===== config.mk =====
export PLATFORM = sky130hd
export DESIGN_NAME = freq_meas_sequencer
export DESIGN_NICKNAME = d
export VERILOG_FILES = /design/src/rtl/freq_meas_sequencer.sv
export SDC_FILE = /design/constraint.sdc
export NUM_CORES = 1
export LEC_CHECK = 0
export CORE_UTILIZATION = 30
export CTS_CLUSTER_DIAMETER = 80
export DETAILED_ROUTE_END_ITERATION = 10
export GPL_TIMING_DRIVEN = 0
export PLACE_DENSITY = 0.59
export SYNTH_ARGS = -nofsm -noshare
export SYNTH_HDL_FRONTEND = slang
export SYNTH_SLANG_ARGS = --single-unit

===== constraint.sdc =====
create_clock -name clk -period 5.1 [get_ports clk]
set_clock_uncertainty 0.05 [all_clocks]
set_input_delay 1.02 -clock clk [delete_from_list [all_inputs] [get_ports clk]]
set_output_delay 1.02 -clock clk [all_outputs]
set_load 0.005 [all_outputs]

===== src/rtl/freq_meas_sequencer.sv =====
// freq_meas_sequencer: round-robins enabled sources through the frequency counter,
// latching each result (or a timeout) and holding it for a dwell period.
module freq_meas_sequencer #(
  parameter int NUM_SRC     = 4,
  parameter int RES_W       = 16,
  parameter int SETTLE_CYC  = 16,
  parameter int TIMEOUT_CYC = 100_000_000,
  parameter int DWELL_CYC   = 50_000_000
) (
  input  logic                       clk,
  input  logic                       rst_n,
  input  logic                       en,
  input  logic [NUM_SRC-1:0]         src_mask,
  input  logic [NUM_SRC-1:0]         sig_in,
  output logic                       meas_sig,
  output logic                       meas_start,
  input  logic                       meas_done,
  input  logic [RES_W-1:0]           meas_result,
  output logic [$clog2(NUM_SRC)-1:0] cur_sel,
  output logic                       res_valid,
  output logic [RES_W-1:0]           res_data,
  output logic [$clog2(NUM_SRC)-1:0] res_src,
  output logic                       timeout,
  output logic                       busy
);
  localparam int SW   = $clog2(NUM_SRC);
  localparam int SETW = SETTLE_CYC > 1 ? $clog2(SETTLE_CYC) : 1;
  localparam int TW   = TIMEOUT_CYC > 1 ? $clog2(TIMEOUT_CYC) : 1;
  localparam int DW   = DWELL_CYC > 1 ? $clog2(DWELL_CYC) : 1;
  localparam logic [2:0] IDLE = 3'd0, SELECT = 3'd1, SETTLE = 3'd2,
                         START = 3'd3, WAIT = 3'd4, DWELL = 3'd5;
  logic [2:0]       state_q, state_d;
  logic [SW-1:0]    sel_q, sel_d, last_q, last_d, rsrc_q, rsrc_d, nxt_sel;
  logic [SETW-1:0]  scnt_q, scnt_d;
  logic [TW-1:0]    tcnt_q, tcnt_d;
  logic [DW-1:0]    dcnt_q, dcnt_d;
  logic [RES_W-1:0] rdata_q, rdata_d;
  logic             start_q, valid_q, valid_d, tout_q, tout_d, busy_q;
  // Descending scan so the nearest set bit after last_q wins; k=NUM_SRC lands on last_q itself.
  always_comb begin
    nxt_sel = last_q;
    for (int k = NUM_SRC; k >= 1; k--)
      if (src_mask[(int'(last_q) + k) % NUM_SRC]) nxt_sel = SW'((int'(last_q) + k) % NUM_SRC);
  end
  always_comb begin
    state_d = state_q;
    sel_d   = sel_q;
    last_d  = last_q;
    rsrc_d  = rsrc_q;
    rdata_d = rdata_q;
    scnt_d  = scnt_q;
    tcnt_d  = tcnt_q;
    dcnt_d  = dcnt_q;
    valid_d = 1'b0;
    tout_d  = 1'b0;
    case (state_q)
      IDLE:    state_d = (en && |src_mask) ? SELECT : IDLE;
      SELECT: begin
        state_d = (en && |src_mask) ? SETTLE : IDLE;
        sel_d   = (en && |src_mask) ? nxt_sel : sel_q;
        scnt_d  = SETW'(SETTLE_CYC - 1);
      end
      SETTLE: begin
        state_d = !en ? IDLE : (scnt_q == '0) ? START : SETTLE;
        scnt_d  = (scnt_q == '0) ? scnt_q : scnt_q - 1'b1;
      end
      START: begin
        tcnt_d  = '0;
        state_d = WAIT;
      end
      WAIT: begin
        if (meas_done) begin
          rdata_d = meas_result;
          rsrc_d  = sel_q;
          valid_d = 1'b1;
        end else if (tcnt_q == TW'(TIMEOUT_CYC - 1)) begin
          tout_d = 1'b1;
        end else begin
          tcnt_d = tcnt_q + 1'b1;
        end
        if (meas_done || tcnt_q == TW'(TIMEOUT_CYC - 1)) begin
          last_d  = sel_q;
          dcnt_d  = DW'(DWELL_CYC - 1);
          state_d = DWELL;
        end
      end
      DWELL: begin
        state_d = (dcnt_q != '0) ? DWELL : en ? SELECT : IDLE;
        dcnt_d  = (dcnt_q == '0) ? dcnt_q : dcnt_q - 1'b1;
      end
      default: state_d = IDLE;
    endcase
  end
  always_ff @(posedge clk or negedge rst_n) begin
    if (!rst_n) begin
      state_q <= IDLE;
      sel_q   <= '0;
      last_q  <= SW'(NUM_SRC - 1);
      rsrc_q  <= '0;
      rdata_q <= '0;
      scnt_q  <= '0;
      tcnt_q  <= '0;
      dcnt_q  <= '0;
      start_q <= 1'b0;
      valid_q <= 1'b0;
      tout_q  <= 1'b0;
      busy_q  <= 1'b0;
    end else begin
      state_q <= state_d;
      sel_q   <= sel_d;
      last_q  <= last_d;
      rsrc_q  <= rsrc_d;
      rdata_q <= rdata_d;
      scnt_q  <= scnt_d;
      tcnt_q  <= tcnt_d;
      dcnt_q  <= dcnt_d;
      start_q <= (state_d == START) && (state_q != START);
      valid_q <= valid_d;
      tout_q  <= tout_d;
      busy_q  <= state_d != IDLE;
    end
  end
  assign meas_sig   = sig_in[sel_q];
  assign meas_start = start_q;
  assign cur_sel    = sel_q;
  assign res_valid  = valid_q;
  assign res_data   = rdata_q;
  assign res_src    = rsrc_q;
  assign timeout    = tout_q;
  assign busy       = busy_q;
endmodule

# Word-level counts from Yosys, hierarchy flattened
# Cells that the tools add are included.
dict set report word_totals {
  reg_bits 86
  latch_bits 0
  mem_bits_rw 0
  romBits 0
  input_bits 28
  output_inout_bits 25
  elab_cells 102
  memories 0
}
dict set report classes {
  addsub 7
  n_mul 0
  n_div 0
  n_lt_le_gt_ge 5
  eq_ne 13
  shifts 0
  mux 39
  bitwise_logic 4
  reduce_logical 22
}
# cell n
set op_table {}
lappend op_table {{two-way mux 27 bit} 2}
lappend op_table {{case mux 27 bit (2 select lines)} 1}
lappend op_table {{two-way mux 26 bit} 2}
lappend op_table {{case mux 26 bit (2 select lines)} 1}
lappend op_table {{adder 27 x 1 -> 27 bit (second input constant)} 1}
lappend op_table {{== test 27 bit (second input constant)} 1}
lappend op_table {{logical NOT 26 bit} 1}
lappend op_table {{nonzero test 26 bit} 1}
lappend op_table {{subtractor 26 x 1 -> 26 bit (second input constant)} 1}
lappend op_table {{case mux 3 bit (6 select lines)} 1}
lappend op_table {{two-way mux 1 bit} 17}
lappend op_table {{less-than comparator 3 x 4 -> 1 bit (second input constant)} 4}
lappend op_table {{two-way mux 2 bit} 6}
lappend op_table {{binary-select mux 1 bit (select 2 bit)} 5}
lappend op_table {{!= test 2 bit (second input constant)} 5}
lappend op_table {{== test 3 x 2 -> 1 bit (second input constant)} 3}
lappend op_table {{case mux 4 bit (2 select lines)} 1}
lappend op_table {{AND reduction 2 bit} 4}
lappend op_table {{OR reduction 2 bit} 4}
lappend op_table {{== test 3 bit (second input constant)} 2}
lappend op_table {{two-way mux 3 bit} 2}
lappend op_table {{AND reduction 3 bit} 2}
lappend op_table {{nonzero test 2 bit} 3}
lappend op_table {{adder 2 x 1 -> 2 bit (second input constant)} 2}
lappend op_table {{13 further kinds} 18}

# Longest topological paths before layout
dict set report depth {
  word_depth 10
  mapped_depth 8
  mapped_depth_nobuf 7
}

# Worst setup path after synthesis
# OpenSTA, ideal clock, no wires.
dict set report synth_path {
  path_kind {input-to-output}
  startpoint {in sig_in[3]}
  endpoint {out meas_sig}
  arrival_time_ns 1.474
  t_required_ns 4.030
  setup_slack_ns 2.556
  stages 1
  n_path_buf 0
  path_cell_list {mux4_2}
}
dict set report synth_via {
  elab_chain_cells 2
}
# element line_no
set synth_rtl {}
lappend synth_rtl {{start: declaration} 14} ;# input logic [NUM_SRC-1:0] sig_in,
lappend synth_rtl {{binary-select mux 1 bit (select 2 bit)} 123} ;# assign meas_sig = sig_in[sel_q];
lappend synth_rtl {{two-way mux 1 bit (not written as such)} 123}
lappend synth_rtl {{end: declaration} 15} ;# output logic meas_sig,
# Every way passes these cells. The select of a mux whose other input is x is not followed.

# Final worst setup path
# Same ends and word-level chain as after synthesis.

==> metrics.md <==
| Metric | Value |
|---|---|
| Outcome | finished clean |
| Total power | 2.35 mW |
| Die Area | around 16,000 µm² |
| Routed wl met2 | ~5200 µm |
| Final count of hold timing violations | 0 |
| Register area share after synthesis | a little under half |
| Wire length on met3 | 360 µm |
| Most Frequent Cell on Critical Path | clkdlybuf4s50_1 |
| Vias per cell | between 5 and 6 |
| Initial Util | around 31% |
| First-pass GRT wire length | approximately 18,000 µm |
| Clock root cell | clkbuf_16 |
| Non-Filler Instances | between 700 and 800 |
| Core Area | roughly 15,000 µm² |
| Worst Tran Pin Value | ~1100 ps |
| RSZ-0062 raised after global routing | false |
| Post-CTS setup buffers | 0 |
| Final net count | between 500 and 600 |
| Post-Syn Area per Cell | approximately 10 µm² |
| Peak Freq | about 290 MHz |
| Layout cell share with drive strength beyond 1 | between 10% and 20% |
| Setup Crit Path Kind | input pin to primary output |
| Initial DRC count | about 260 |
| GRT Total Usage | between 10% and 20% |
| CP max FO | 1 |
| Hpwl dp | roughly 7800 µm |
| Synthesized Nets | 487 |
| Area share of the largest cell type after synthesis | a little under half |
| Worst slew margin | between 20% and 30% |
| Grt ovf | 0 |
| Hold Buf Count CTS | 0 |
| WP data arrival | 2330 ps |
| Post_cts resized | 0 |
| DP Cell Count | roughly 690 |
| Synth Instances | between 400 and 500 |
| Area leader, netlist | dfrtp_1 |
| # DRC | 0 |
| Fin area | between 5000 and 6000 µm² |
| CTS tree | yes |
| Max_cap viols | 0 |
| Hold Path Class | register to register |
| CP Capture Type | primary output |
| CP peak stage delay | around 460 ps |
| Post-synth top flop | dfrtp_1 |
| CP Launch Type | input pin |
| Largest net degree at the start of global routing | 54 |
| Clock Tree Buf Depth | 2 |
| Leak | 2.18 nW |
| Total Wirelength | 10,900 µm |
| Die height | approximately 130 µm |
| Post-synth EDFFs | 0 |
| Antenna-violating nets left | 0 |
| Commonest cells after routing, fill and taps aside | dfrtp_1, clkdlybuf4s50_1, nor2_1 |
| Worst skew pair latency | around 350 ps |
| FF+latch count, synth | 86 |
| WL met1 | ~5100 µm |
| Initial antenna violation count | 0 |
| Number of global-route vias before repair | 3,734 |
| Worst path required time | slightly above 4000 ps |
| Reg2Reg Setup Slack | approximately 2600 ps |
| DRT Pass-1 Iters | 4 |
| Worst-path clk slew | 60 ps |
| GPL Wtd Cong | 0.835 |
| DP Area | ~5400 µm² |
| Drt wl/cell | around 15 µm |
| Die W | ~130 µm |
| Post-synth ARST share | 100% |
| IO Port Bufs | 52 |
| Num rows | between 40 and 50 |
| Max layer used | met4 |
| Pre-CTS WS | 1700 ps |
| H-tree levels | 3 |
| Final Critical Period | roughly 3400 ps |
| PwrDens | approximately 410 nW/µm² |
| # setup viols final | 0 |
| Fin worst setup slack | about 1700 ps |
| Number of CTS-inserted buffers | 9 |
| YS warnings | 0 |
| Main area contributors after synthesis | dfrtp_1, mux2_2, a21oi_1, nand3_1, nor2_1 |
| Clock Sinks | 86 |
| Final Slew Violations | 0 |
| Post-Syn Area | between 4000 and 5000 µm² |
| Worst-path cell chain | clkdlybuf4s50_1 > mux4_2 > clkdlybuf4s50_1 |
| Synth cell types | 74 |
| I/O pins | 53 |
| Area Growth Syn to Fin | 23.0% |
| Period utilisation layout | between 60% and 70% |
| Worst VDD drop | ~0.2 mV |
| Setup TNS | 0 ps |
| Via count | 3,869 |
| Crit path max-delay cell type | mux4_2 |
| Commonest non-fill, non-tap cell in the layout | dfrtp_1 |
| Antenna diode count | 0 |
[synthesized netlist by cell type, drive strengths merged, types with 2 or more instances]
master	n
dfrtp	84
nor2	33
nand2	31
a21oi	26
nand3	25
nor3	24
mux2	21
o21ai	19
nand4	17
inv	13
or3	13
o31ai	11
xor2	11
buf	10
clkbuf	10
and3	9
nand2b	8
nor4	6
o311ai	6
or4	6
xnor2	6
and4	5
ha	5
a221oi	4
nand3b	4
a211oi	3
a31oi	3
mux2i	3
nand4b	3
nor4b	3
o2111a	3
o41ai	3
a311oi	2
a41o	2
dfstp	2
nor3b	2
o22ai	2
or3b	2
[per-stage QoR]
step / hold slack [ps] / utilization, %
finish: 457 / 38.5
CTS: 460 / 38.5
detailed placement: 443 / 36.5
global placement: 434 / 36.3
global route: 466 / 38.5
floorplan: 419 / -
[sequential cells by signal, indices dropped and copies added, names as in the netlist]
signal / cells
tcnt_q: 27
dcnt_q: 26
res_data: 16
scnt_q: 4
state_q: 3
cur_sel: 2
last_q: 2
res_src: 2
busy: 1
meas_start: 1
res_valid: 1
timeout: 1
[per-layer routing]
| metal | up-vias | global-route usage, % |
|---|---|---|
| li1 | 1834 | - |
| met1 | 1966 | 19.0 |
| met2 | 53 | 22.8 |
| met3 | 16 | 3.99 |
| met4 | 0 | 5.60 |
| met5 | - | 0 |
[power by group]
part / leakage (nW) / internal, mW / switching (mW) / total (mW)
logic: 1.01 / 0.398 / 0.313 / 0.710
registers: 1.03 / 0.861 / 0.152 / 1.01
clock network: 0.139 / 0.358 / 0.271 / 0.629
[cell families after synthesis]
group / Yosys count / share of synthesized area [%]
buf+inv: 33 / 3.99
mux: 25 / 6.43
simple gates: 197 / 24.4
compound gates: 91 / 13.9
xor+xnor: 17 / 3.23
flops: 86 / 46.7
fa+ha+maj: 5 / 1.36
[final cells by class]
type,count,area [µm²]
fillers,1482,9080
multi-input cells,335,2270
flip-flops and latches,86,2150
repair buffers,53,546
clock buffers,12,256
well taps,184,230
plain buffers,20,135
inverters,13,48.8
clock inverters,4,30.0
[worst max-delay path, delay by kind of cell]
family,cells,cell delay [ps]
mux,1,460
buf+inv,2,850
[final timing paths]
kind / from / to / depth (start not counted)
setup / recovery: sig_in[3] / meas_sig / 3
hold / removal: res_data[7]$_DFFE_PN0P_ / res_data[7]$_DFFE_PN0P_ / 1
setup reg to reg: dcnt_q[3]$_DFFE_PN0P_ / dcnt_q[13]$_DFFE_PN0P_ / 6
hold reg to reg: res_data[7]$_DFFE_PN0P_ / res_data[7]$_DFFE_PN0P_ / 1
max in group asynchronous: rst_n / last_q[1]$_DFFE_PN1P_ / 2
min in group asynchronous: rst_n / dcnt_q[8]$_DFFE_PN0P_ / 1
Power figures use the tool's default switching activity.
